==> src/rtl/edge_detect_pkg.sv <==
// Shared definitions for the edge detector: edge-select encodings, legal
// parameter ranges and small helpers used by the channel logic.
package edge_detect_pkg;

    typedef enum logic [1:0] {
        MODE_RISE = 2'b00,
        MODE_FALL = 2'b01,
        MODE_BOTH = 2'b10,
        MODE_OFF  = 2'b11
    } mode_t;

    localparam int WIDTH_MIN    = 1;
    localparam int WIDTH_MAX    = 32;
    localparam int SYNC_MIN     = 2;
    localparam int SYNC_MAX     = 4;
    localparam int DEBOUNCE_MIN = 1;
    localparam int DEBOUNCE_MAX = 65535;

    // A filter of one cycle still needs a one-bit counter to hold its zero.
    function automatic int cnt_width(input int debounce);
        int w;
        w = $clog2(debounce);
        return (w < 1) ? 1 : w;
    endfunction

    function automatic logic edge_match(input mode_t mode, input logic new_level);
        logic hit;
        hit = 1'b0;
        case (mode)
            MODE_RISE: hit = new_level;
            MODE_FALL: hit = ~new_level;
            MODE_BOTH: hit = 1'b1;
            MODE_OFF:  hit = 1'b0;
            default:   hit = 1'b0;
        endcase
        return hit;
    endfunction

endpackage

==> src/rtl/edge_detect_if.sv <==
// Channel bus of the edge detector: raw inputs and controls towards the
// block, filtered levels and event flags back out.
interface edge_detect_if
    import edge_detect_pkg::*;
#(
    parameter int WIDTH = 4
) ();

    logic [WIDTH-1:0] in;
    mode_t            mode;
    logic [WIDTH-1:0] clr;
    logic [WIDTH-1:0] level;
    logic [WIDTH-1:0] pulse;
    logic [WIDTH-1:0] pending;
    logic             irq;

    modport master (
        output in, mode, clr,
        input  level, pulse, pending, irq
    );

    modport slave (
        input  in, mode, clr,
        output level, pulse, pending, irq
    );

endinterface

==> src/rtl/edge_detect_chan.sv <==
// One edge-detector channel: synchroniser, debounce filter, accepted level,
// registered edge pulse and sticky pending flag.
module edge_detect_chan
    import edge_detect_pkg::*;
#(
    parameter int SYNC_STAGES = 2,
    parameter int DEBOUNCE    = 1
) (
    input  logic  clk,
    input  logic  rst_n,
    input  logic  in,
    input  mode_t mode,
    input  logic  clr,
    output logic  level,
    output logic  pulse,
    output logic  pending,
    output logic  pending_next
);

    localparam int CNT_W = cnt_width(DEBOUNCE);

    logic [SYNC_STAGES-1:0] sync_q;
    logic                   sync_out;
    logic [CNT_W-1:0]       cnt;
    logic                   update;
    logic                   set;

    assign sync_out = sync_q[SYNC_STAGES-1];

    // A level is accepted only once the new value has been seen DEBOUNCE
    // cycles in a row; the mode is looked at on that cycle alone.
    assign update       = (sync_out != level) && (cnt == CNT_W'(DEBOUNCE - 1));
    assign set          = update && edge_match(mode, sync_out);
    assign pending_next = set | (pending & ~clr);

    always_ff @(posedge clk or negedge rst_n) begin
        if (!rst_n) begin
            sync_q <= '0;
        end else begin
            sync_q <= {sync_q[SYNC_STAGES-2:0], in};
        end
    end

    always_ff @(posedge clk or negedge rst_n) begin
        if (!rst_n) begin
            cnt   <= '0;
            level <= 1'b0;
        end else if (sync_out == level) begin
            cnt <= '0;
        end else if (update) begin
            level <= sync_out;
            cnt   <= '0;
        end else begin
            cnt <= cnt + CNT_W'(1);
        end
    end

    always_ff @(posedge clk or negedge rst_n) begin
        if (!rst_n) begin
            pulse   <= 1'b0;
            pending <= 1'b0;
        end else begin
            pulse   <= set;
            pending <= pending_next;
        end
    end

endmodule

==> src/rtl/edge_detect.sv <==
// Multi-channel debounced edge detector with sticky event flags and a
// combined interrupt; each channel is an independent edge_detect_chan.
module edge_detect
    import edge_detect_pkg::*;
#(
    parameter int WIDTH       = 4,
    parameter int SYNC_STAGES = 2,
    parameter int DEBOUNCE    = 1
) (
    input  logic         clk,
    input  logic         rst_n,
    edge_detect_if.slave bus
);

    logic [WIDTH-1:0] level;
    logic [WIDTH-1:0] pulse;
    logic [WIDTH-1:0] pending;
    logic [WIDTH-1:0] pending_next;
    logic             irq;

    if (WIDTH < WIDTH_MIN || WIDTH > WIDTH_MAX ||
        SYNC_STAGES < SYNC_MIN || SYNC_STAGES > SYNC_MAX ||
        DEBOUNCE < DEBOUNCE_MIN || DEBOUNCE > DEBOUNCE_MAX) begin : g_bad_params
        $error("edge_detect: parameter out of range");
    end

    for (genvar i = 0; i < WIDTH; i++) begin : g_chan
        edge_detect_chan #(
            .SYNC_STAGES (SYNC_STAGES),
            .DEBOUNCE    (DEBOUNCE)
        ) u_chan (
            .clk          (clk),
            .rst_n        (rst_n),
            .in           (bus.in[i]),
            .mode         (bus.mode),
            .clr          (bus.clr[i]),
            .level        (level[i]),
            .pulse        (pulse[i]),
            .pending      (pending[i]),
            .pending_next (pending_next[i])
        );
    end

    // Reducing the next-state flags lets irq rise on the same edge as pending.
    always_ff @(posedge clk or negedge rst_n) begin
        if (!rst_n) begin
            irq <= 1'b0;
        end else begin
            irq <= |pending_next;
        end
    end

    assign bus.level   = level;
    assign bus.pulse   = pulse;
    assign bus.pending = pending;
    assign bus.irq     = irq;

endmodule

==> src/flat_wrapper.sv <==
// flat-port wrapper written by rule: the top's interface ports become plain ports
module edge_detect_flat import edge_detect_pkg::*;
#(
    parameter int WIDTH       = 4,
    parameter int SYNC_STAGES = 2,
    parameter int DEBOUNCE    = 1
)
  (clk, rst_n, bus_in, bus_mode, bus_clr, bus_level, bus_pulse, bus_pending, bus_irq);
  edge_detect_if #(.WIDTH(WIDTH)) bus_i ();
  input  logic clk;
  input  logic rst_n;
  input wire logic [$bits(bus_i.in)-1:0] bus_in;
  input wire logic [$bits(bus_i.mode)-1:0] bus_mode;
  input wire logic [$bits(bus_i.clr)-1:0] bus_clr;
  output wire logic [$bits(bus_i.level)-1:0] bus_level;
  output wire logic [$bits(bus_i.pulse)-1:0] bus_pulse;
  output wire logic [$bits(bus_i.pending)-1:0] bus_pending;
  output wire logic [$bits(bus_i.irq)-1:0] bus_irq;
  assign bus_i.in = bus_in;
  assign bus_i.mode = bus_mode;
  assign bus_i.clr = bus_clr;
  assign bus_level = bus_i.level;
  assign bus_pulse = bus_i.pulse;
  assign bus_pending = bus_i.pending;
  assign bus_irq = bus_i.irq;
  edge_detect #(.WIDTH(WIDTH), .SYNC_STAGES(SYNC_STAGES), .DEBOUNCE(DEBOUNCE)) u_core (.clk(clk), .rst_n(rst_n), .bus(bus_i));
endmodule
==> config.mk <==
export PLATFORM = sky130hd
export DESIGN_NAME = edge_detect_flat
export DESIGN_NICKNAME = d
export VERILOG_FILES = /design/src/rtl/edge_detect_pkg.sv /design/src/rtl/edge_detect_if.sv /design/src/rtl/edge_detect_chan.sv /design/src/rtl/edge_detect.sv /design/src/flat_wrapper.sv
export SDC_FILE = /design/constraint.sdc
export NUM_CORES = 1
export LEC_CHECK = 0
export BUFFER_PORTS_ARGS = -buffer_cell sky130_fd_sc_hd__clkbuf_2
export CAP_MARGIN = 20
export CORE_MARGIN = 8
export CORE_UTILIZATION = 51
export CTS_CLUSTER_SIZE = 16
export DETAILED_ROUTE_END_ITERATION = 8
export PLACE_DENSITY_LB_ADDON = 0.15
export SKIP_CTS_REPAIR_TIMING = 1
export SLEW_MARGIN = 20
export SYNTH_ARGS = -nofsm -noshare
export SYNTH_HDL_FRONTEND = slang
export SYNTH_SLANG_ARGS = --single-unit
==> constraint.sdc <==
create_clock -name clk -period 1.4 [get_ports clk]
set_input_delay 0.28 -clock clk [delete_from_list [all_inputs] [get_ports clk]]
set_output_delay 0.28 -clock clk [all_outputs]
set_load 0.02 [all_outputs]
==> impl_metrics.csv, run 1 <==
group,metric,value,unit
synthesis,syn-cell-area,1040,um2
synthesis,synth_fa_ha_area_share,0,%
timing,fin_crit,1240,ps
setup_path,path_buf_inv,1,
synthesis,synth_top_family_by_area,"simple AND/OR/NAND/NOR gates",
detailed_routing,drc,0,
setup_path,crit_family,"flip-flops",
synthesis,synth_area_per_cell,12.2,um2
synthesis,yosysTopAreaCellShare,60.2,%
synthesis,synthDistinctLibCells,15,
floorplanning,num_io_pins,25,
detailed_routing,dr.first_iter.drc_count,13,
timing,skew,4.12,ps
cts,cts_max_level,1,
synthesis,netlist_top_cells_count,"dfrtp_1, buf_4, inv_1, nor3b_1",
synthesis,synth-compound-area-share,9.15,%
status,outcome,"complete, no violations",
synthesis,yosys.area.top_type,"dfrtp_1",
synthesis,ys_seq_elements,25,
placed_design,dp_slack,155,ps
floorplanning,rows,16,
cts,clock_path_buffers,2,
cts,clk_latency,310,ps
detailed_routing,drt-vias-per-instance,4.73,
power,pwr_density_cell,1150,nW/um2
global_routing,grt_remaining_overflow,0,
placed_design,place_congestion,0.743,
hold_path,hp-class,"in2reg",
setup_path,crit_required,1120,ps
detailed_routing,avgRoutedWirePerCell,12.0,um
detailed_routing,vias,619,
synthesis,netlist_top_cells_area,"dfrtp_1, buf_4, nor3b_1, a211oi_2, nor4b_1",
floorplanning,design.core.area,1940,um2
detailed_routing,firstDrtPassIters,4,
global_routing,antenna_found_initial,0,
cts,cts_tree,"yes",
synthesis,yosysMostFrequentCell,"dfrtp_1",
synthesis,synthXorXnorAreaFrac,2.65,%
cts,cts_root_buffer,"clkbuf_4",
synthesis,netlist_instances,85,
timing,drv_slew,0,
cells_and_area,nNetsFinal,117,
hold_path,hold_depth,1,
timing,rsz0062_at_grt,"no",
cells_and_area,area_growth_syn_to_layout,9.63,%
synthesis,yosys.area_share.simple,15.0,%
detailed_routing,postRouteAntennaNets,0,
timing,post-route-period-util,88.5,%
hold_path,holdPathEnd,"u_core.g_chan[2].u_chan.sync_q[0]",
synthesis,synthMuxAreaShare,0,%
global_routing,grt_pass1_vias,623,
synthesis,ys_warn_count,0,
cts,clk_pin_slew,120,ps
power,p_leak,0.562,nW
cells_and_area,layout-drive-gt1-share,30.8,%
flow_run,drv_cap,0,
setup_path,reg2regPathDepth,3,
power,ir_drop,0.734,mV
timing,fin_ws,161,ps
setup_path,crit_path_end_kind,"primary output",
global_routing,grt_pass1_wl,2670,um
setup_path,r2r_end,"u_core.bus.irq",
setup_path,worstPathCellList,"clkbuf_2",
hold_path,min_from,"bus_in[2]",
timing,fin_tns_setup,0,ps
global_routing,grt_start_max_net_pins,26,
setup_path,startpoint_type,"register",
detailed_routing,routed_wl,1580,um
setup_path,cp_slowest_stage_delay,450,ps
timing,hold_viol,0,
floorplanning,die_x,61.2,um
synthesis,synthFlopType,"dfrtp_1",
synthesis,synth_edf_count,0,
floorplanning,dieArea,3740,um2
timing,setup_viol,0,
timing,tightest_slew,595,ps
setup_path,cp_slowest_cell,"dfrtp_1",
setup_path,arrival,960,ps
timing,max_freq,807,MHz
setup_path,crit_fanout,6,
setup_path,r2r-start,"u_core.g_chan[1].u_chan.level",
floorplanning,dieHeight,61.2,um
setup_path,path_class,"reg2out",
placed_design,port_buffers,24,
cts,cts-buffers-inserted,3,
cells_and_area,diodes,0,
global_routing,grt_usage,9.76,%
timing,relSlewSlack,60.4,%
synthesis,ys_seq_area_share,60.2,%
synthesis,async_flop_share,100,%
setup_path,rrSetupSlack,310,ps
cts,clock-sinks,25,
placed_design,hpwlAfterDp,1210,um
power,total_power,1.32,mW
floorplanning,start_util,53.5,%
timing,hold_slack,68.1,ps
-- metal layers --
layer,GRT usage (%),routed length (um),vias up
met5,0,0,-
met1,11.0,698,289
met3,2.51,101,4
met2,15.7,742,16
li1,-,-,310
met4,6.98,32,0
-- final cells by class --
class / count / area, um2
multi-input combinational: 42 / 294
fill: 177 / 802
sequential: 25 / 626
timing repair buffer: 25 / 130
inverter: 8 / 30.0
tap: 27 / 33.8
clock buffer: 4 / 26.3
-- sequential cells by signal (all words and copies together) (netlist names) --
register,cells
u_core.g_chan.u_chan.sync_q,8
u_core.g_chan.u_chan.cnt,4
u_core.g_chan.u_chan.level,4
u_core.g_chan.u_chan.pending,4
u_core.g_chan.u_chan.pulse,4
u_core.bus.irq,1
-- layout by cell type (no fill, tap or decap), drive strengths merged, types with 4 or more instances in the layout --
master / n
inv: 8
o21ai: 4
nand2: 4
nor4b: 4
nor2: 4
clkbuf: 28
nor2b: 4
conb: 4
a211oi: 4
nor3b: 8
a31oi: 4
dfrtp: 25
-- cell families after synthesis --
kind of cell,count (synthesis)
buffers and inverters,21
AO/OA/AOI/OAI,12
other,1
AND/OR/NAND/NOR,25
XOR/XNOR,1
flip-flops,25
-- worst reg2reg max path, cell delays in order (launching register included) --
cell and delay, ps:
dfrtp_1 450, nor3b_1 170, a211oi_2 250, nand4_1 110
-- how the worst max path moves through the flow --
stage | startpoint | to | slack, ps | cells past startpoint
6_report | u_core.g_chan[3].u_chan.level | bus_level[3] | 160 | 1
5_1_grt | u_core.g_chan[3].u_chan.level | bus_level[3] | 90 | 1
4_1_cts | u_core.g_chan[3].u_chan.level | bus_level[3] | 130 | 1
3_5_place_dp | bus_mode[0] | u_core.bus.irq | 160 | 4
3_3_place_gp | bus_mode[0] | u_core.bus.irq | 200 | 4
2_1_floorplan | bus_mode[0] | u_core.bus.irq | 350 | 4
-- through the flow --
| step | util, % | cells | cell area [um2] |
|---|---|---|---|
| 3_3_place_gp | 56.8 | 126 | 1100 |
| 2_1_floorplan | - | 88 | 1050 |
| 6_report | 58.7 | 131 | 1140 |
| 4_1_cts | 58.2 | 130 | 1130 |
| 5_1_grt | 58.7 | 131 | 1140 |
| 3_5_place_dp | 56.8 | 126 | 1100 |
-- report_power, final --
part           leakage (nW)  total (mW)  switching (mW)  internal [mW]
clock network        0.0150       0.301           0.189          0.111
logic                 0.241       0.202           0.123         0.0788
registers             0.306       0.813          0.0383          0.775
Power figures use the tool's default switching activity.
==> inputs of run 2 (changes only) <==
--- a/config.mk
+++ b/config.mk
@@ -11,7 +11,7 @@
 export CORE_UTILIZATION = 51
 export CTS_CLUSTER_SIZE = 16
 export DETAILED_ROUTE_END_ITERATION = 8
-export PLACE_DENSITY_LB_ADDON = 0.15
+export PLACE_DENSITY = 0.85
 export SKIP_CTS_REPAIR_TIMING = 1
 export SLEW_MARGIN = 20
 export SYNTH_ARGS = -nofsm -noshare
==> impl_metrics.csv, run 2 (synthesis gave the netlist of run 1 again) <==
group,metric,value,unit
status,outcome,"complete, no violations",
cts,clock-sinks,25,
cts,cts_root_buffer,"clkbuf_4",
cts,cts_tree,"yes",
cts,clock_path_buffers,2,
hold_path,min_from,"bus_in[0]",
placed_design,place_congestion,0.728,
placed_design,hpwlAfterDp,1250,um
global_routing,grt_remaining_overflow,0,
setup_path,crit_required,1120,ps
cells_and_area,largest_reg_flops,8,
floorplanning,dieArea,3740,um2
setup_path,rrSetupSlack,280,ps
global_routing,grt_pass1_vias,637,
cells_and_area,diodes,0,
timing,post-route-period-util,89.3,%
power,total_power,1.32,mW
setup_path,r2r-start,"u_core.g_chan[0].u_chan.level",
power,ir_drop,0.636,mV
setup_path,cp_slowest_cell,"dfrtp_1",
setup_path,startpoint_type,"register",
timing,hold_viol,0,
detailed_routing,dr.first_iter.drc_count,5,
power,p_leak,0.562,nW
timing,tightest_slew,574,ps
floorplanning,num_io_pins,25,
placed_design,numPlacedInstances,126,
timing,drv_slew,0,
timing,rsz0062_at_grt,"no",
setup_path,crit_family,"flip-flops",
floorplanning,start_util,53.5,%
detailed_routing,firstDrtPassIters,4,
setup_path,crit_fanout,6,
floorplanning,dieHeight,61.2,um
setup_path,cp_slowest_stage_delay,450,ps
setup_path,crit_path_end_kind,"primary output",
timing,fin_crit,1250,ps
cts,cts-buffers-inserted,3,
cells_and_area,mostFrequentLayoutCell,"dfrtp_1",
cells_and_area,final_cells,131,
timing,setup_viol,0,
cts,clk_latency,310,ps
timing,max_freq,800,MHz
floorplanning,rows,16,
cells_and_area,area_growth_syn_to_layout,9.63,%
cells_and_area,nNetsFinal,117,
setup_path,path_buf_inv,1,
setup_path,arrival,970,ps
cells_and_area,largest-register,"u_core.g_chan.u_chan.sync_q",
timing,skew,2.20,ps
hold_path,hp-class,"in2reg",
global_routing,grt_usage,10.0,%
setup_path,crit_start,"u_core.g_chan[1].u_chan.level",
placed_design,port_buffers,24,
setup_path,path_class,"reg2out",
detailed_routing,drt-vias-per-instance,4.91,
detailed_routing,vias,643,
detailed_routing,routed_wl,1650,um
setup_path,worstPathCellList,"clkbuf_2",
detailed_routing,avgRoutedWirePerCell,12.6,um
cells_and_area,layout_common_cells,"dfrtp_1, clkbuf_2, inv_1, nor3b_1",
detailed_routing,drc,0,
power,pwr_density_cell,1160,nW/um2
timing,fin_tns_setup,0,ps
detailed_routing,postRouteAntennaNets,0,
global_routing,grt_pass1_wl,2670,um
timing,relSlewSlack,61.7,%
floorplanning,die_x,61.2,um
cts,clk_pin_slew,120,ps
cells_and_area,layout-drive-gt1-share,30.8,%
cts,cts_max_level,1,
floorplanning,design.core.area,1940,um2
global_routing,grt_start_max_net_pins,26,
global_routing,antenna_found_initial,0,
flow_run,drv_cap,0,
-- run 2: worst reg2reg max path, delay by kind of cell, from the launching register on --
family,cells,cell delay (ps)
and+or+nand+nor,2,290
AOI/OAI and AO/OA,1,260
DFF,1,450
-- run 2: worst paths after layout --
check | to | depth (start not counted)
worst max-delay path | bus_level[1] | 1
worst min-delay path | u_core.g_chan[0].u_chan.sync_q[0] | 1
min in group asynchronous | u_core.g_chan[3].u_chan.level | 2
worst min register to register | u_core.g_chan[3].u_chan.sync_q[1] | 0
max in group asynchronous | u_core.g_chan[1].u_chan.cnt | 2
worst max register to register | u_core.bus.irq | 3
-- run 2: stage by stage --
step	hold WS, ps	instance area (um2)	utilization, %	setup WS [ps]
floorplan	-15.6	1050	-	351
global placement	303	1100	56.8	204
detailed placement	308	1100	56.8	154
CTS	-52.4	1130	58.2	144
global route	39.7	1140	58.7	89.9
finish	59.7	1140	58.7	150
-- run 2: routing by layer --
| layer | vias to the layer above | track usage (%) | routed length, um |
|---|---|---|---|
| li1 | 305 | - | - |
| met1 | 313 | 10.7 | 663 |
| met2 | 20 | 16.0 | 810 |
| met3 | 5 | 3.97 | 126 |
| met4 | 0 | 6.98 | 46 |
| met5 | - | 0 | 0 |
-- run 2: cell type report --
type | count | area (um2)
multi-input combinational | 42 | 294
timing repair buffer | 25 | 130
fill | 170 | 802
tap | 27 | 33.8
sequential | 25 | 626
clock buffer | 4 | 26.3
inverter | 8 | 30.0
-- run 2: report_power, final --
group	internal [mW]	switching (mW)
clock	0.112	0.193
combinational	0.0788	0.126
sequential	0.775	0.0390
==> inputs of run 3 (changes only) <==
--- a/config.mk
+++ b/config.mk
@@ -8,12 +8,12 @@
 export BUFFER_PORTS_ARGS = -buffer_cell sky130_fd_sc_hd__clkbuf_2
 export CAP_MARGIN = 20
 export CORE_MARGIN = 8
-export CORE_UTILIZATION = 51
+export CORE_UTILIZATION = 46
 export CTS_CLUSTER_SIZE = 16
 export DETAILED_ROUTE_END_ITERATION = 8
-export PLACE_DENSITY = 0.85
+export HOLD_SLACK_MARGIN = 0.05
+export PLACE_DENSITY = 0.81
 export SKIP_CTS_REPAIR_TIMING = 1
-export SLEW_MARGIN = 20
 export SYNTH_ARGS = -nofsm -noshare
 export SYNTH_HDL_FRONTEND = slang
 export SYNTH_SLANG_ARGS = --single-unit
==> constraint.sdc (replaced) <==
create_clock -name clk -period 1.1 [get_ports clk]
set_input_delay 0.22 -clock clk [delete_from_list [all_inputs] [get_ports clk]]
set_output_delay 0.22 -clock clk [all_outputs]
set_load 0.02 [all_outputs]
==> impl_metrics.csv, run 3 (synthesis gave the netlist of run 1 again) <==
group,metric,value,unit
detailed_routing,firstDrtPassIters,2,
detailed_routing,top_layer,"met4",
setup_path,r2r-start,"u_core.g_chan[1].u_chan.level",
cells_and_area,layout-drive-gt1-share,42.1,%
setup_path,cp_slowest_cell,"dfrtp_1",
timing,post-route-period-util,113,%
detailed_routing,met1_length,815,um
detailed_routing,dr_wl_met2,1010,um
timing,rsz0062_at_grt,"yes",
cells_and_area,nNetsFinal,134,
setup_path,arrival,1030,ps
cells_and_area,final_cells,149,
cts,cts_root_buffer,"clkbuf_4",
detailed_routing,drc,0,
cells_and_area,layout_common_cells,"dfrtp_1, buf_6, clkbuf_2",
floorplanning,die_x,63.5,um
cells_and_area,mostFrequentLayoutCell,"dfrtp_1",
global_routing,grt_pass1_vias,738,
setup_path,crit_start,"u_core.g_chan[1].u_chan.level",
cts,clock_path_buffers,2,
power,p_sw_share,27.4,%
floorplanning,dieHeight,63.5,um
detailed_routing,met3_length,139,um
power,p_clk_share,21.7,%
power,p_leak,0.681,nW
placed_design,dp_slack,-45.7,ps
power,ir_drop,0.692,mV
floorplanning,dieArea,4040,um2
setup_path,path_buf_inv,2,
cells_and_area,area_growth_syn_to_layout,35.9,%
floorplanning,start_util,47.9,%
timing,fin_tns_setup,-554,ps
detailed_routing,postRouteAntennaNets,0,
cts,cts_max_level,1,
setup_path,cp_common_cell,"buf_6",
detailed_routing,routed_wl,2020,um
setup_path,crit_path_end_kind,"primary output",
hold_path,hp-class,"in2reg",
global_routing,antenna_found_initial,0,
placed_design,place_congestion,0.717,
cts,clk_pin_slew,130,ps
cts,cts-buffers-inserted,3,
floorplanning,rows,17,
detailed_routing,drt-vias-per-instance,4.74,
placed_design,hpwlAfterDp,1330,um
power,internal_power,1.35,mW
hold_path,min_from,"bus_clr[1]",
timing,setup_viol,7,
global_routing,grt_remaining_overflow,0,
detailed_routing,vias,706,
detailed_routing,dr.first_iter.drc_count,6,
global_routing,grt_pass1_wl,3110,um
global_routing,grt_usage,9.72,%
setup_path,crit_fanout,3,
timing,hold_viol,0,
global_routing,grt_start_max_net_pins,26,
cells_and_area,largest_reg_flops,8,
setup_path,worstPathCellList,"buf_6, buf_6",
timing,fin_ws,-145,ps
placed_design,port_buffers,24,
status,violations,"setup timing",
timing,max_freq,803,MHz
setup_path,crit_required,880,ps
placed_design,numPlacedInstances,133,
cts,clk_latency,320,ps
setup_path,path_class,"reg2out",
cts,cts_tree,"yes",
power,pwr_density_cell,1320,nW/um2
setup_path,startpoint_type,"register",
timing,drv_slew,0,
timing,skew,5.71,ps
setup_path,cp_slowest_stage_delay,440,ps
floorplanning,design.core.area,2170,um2
floorplanning,num_io_pins,25,
setup_path,crit_family,"flip-flops",
cells_and_area,diodes,0,
status,outcome,"finished, violations left",
detailed_routing,avgRoutedWirePerCell,13.5,um
power,power.share.combinational,22.3,%
flow_run,drv_cap,0,
power,p_switching,0.510,mW
cts,clock-sinks,25,
power,p_seq_share,56.0,%
timing,fin_crit,1250,ps
cells_and_area,largest-register,"u_core.g_chan.u_chan.sync_q",
## run 3: changes by cell type in the layout (fill, tap and decap cells not counted)
| cell | change |
|---|---|
| buf_2 | +1 |
| buf_4 | +8 |
| buf_6 | +17 |
| clkbuf_2 | -13 |
| dfrtp_1 | -1 |
| dfrtp_2 | +1 |
| dlygate4sd3_1 | +4 |
| nor3b_1 | -1 |
| nor3b_2 | +1 |
| nor4b_1 | -4 |
| nor4b_2 | +3 |
| nor4b_4 | +1 |
## run 3: path summary, 6_finish.rpt
kind / end / slack, ps / depth (start not counted)
setup / recovery: bus_level[1] / -150 / 2
hold / removal: u_core.g_chan[1].u_chan.pending / 240 / 4
setup reg to reg: u_core.bus.irq / -60 / 4
hold reg to reg: u_core.g_chan[2].u_chan.sync_q[1] / 360 / 0
max in group asynchronous: u_core.g_chan[2].u_chan.level / 450 / 3
min in group asynchronous: u_core.g_chan[2].u_chan.level / 400 / 3
## run 3: worst register-to-register path: cells and delay by family (launching register included)
family / cells / cell delay [ps]
simple gates: 2 / 230
flops: 1 / 440
compound gates: 1 / 240
buf+inv: 1 / 130
## run 3: cell type report
type	instances	area, um2
clock buffer	4	26.3
sequential	25	627
fill	172	757
tap	28	35.0
inverter	8	30.0
timing repair buffer	42	362
multi-input combinational	42	333
## run 3: power groups by stage
stage	logic (mW)	clock network, mW	registers (mW)
detailed placement	0.291	0	1.05
global route	0.451	0.453	1.05
global placement	0.285	0	1.04
finish	0.416	0.404	1.04
floorplan	0.210	0	1.05
CTS	0.292	0.425	1.03
## run 3: stage by stage
| step | area [um2] | total power, mW | hold slack, ps | utilization [%] |
|---|---|---|---|---|
| floorplan | 1050 | 1.26 | -75.6 | - |
| CTS | 1180 | 1.75 | -142 | 54.2 |
| finish | 1410 | 1.86 | 244 | 65.1 |
| global route | 1410 | 1.96 | 281 | 65.1 |
| detailed placement | 1150 | 1.34 | 224 | 53.0 |
| global placement | 1150 | 1.33 | 213 | 53.0 |
## run 3: layer usage
| layer | vias up | global-route usage, % |
|---|---|---|
| met3 | 6 | 4.95 |
| met1 | 336 | 8.53 |
| met2 | 21 | 16.6 |
| met5 | - | 0 |
| met4 | 0 | 7.24 |
| li1 | 343 | - |
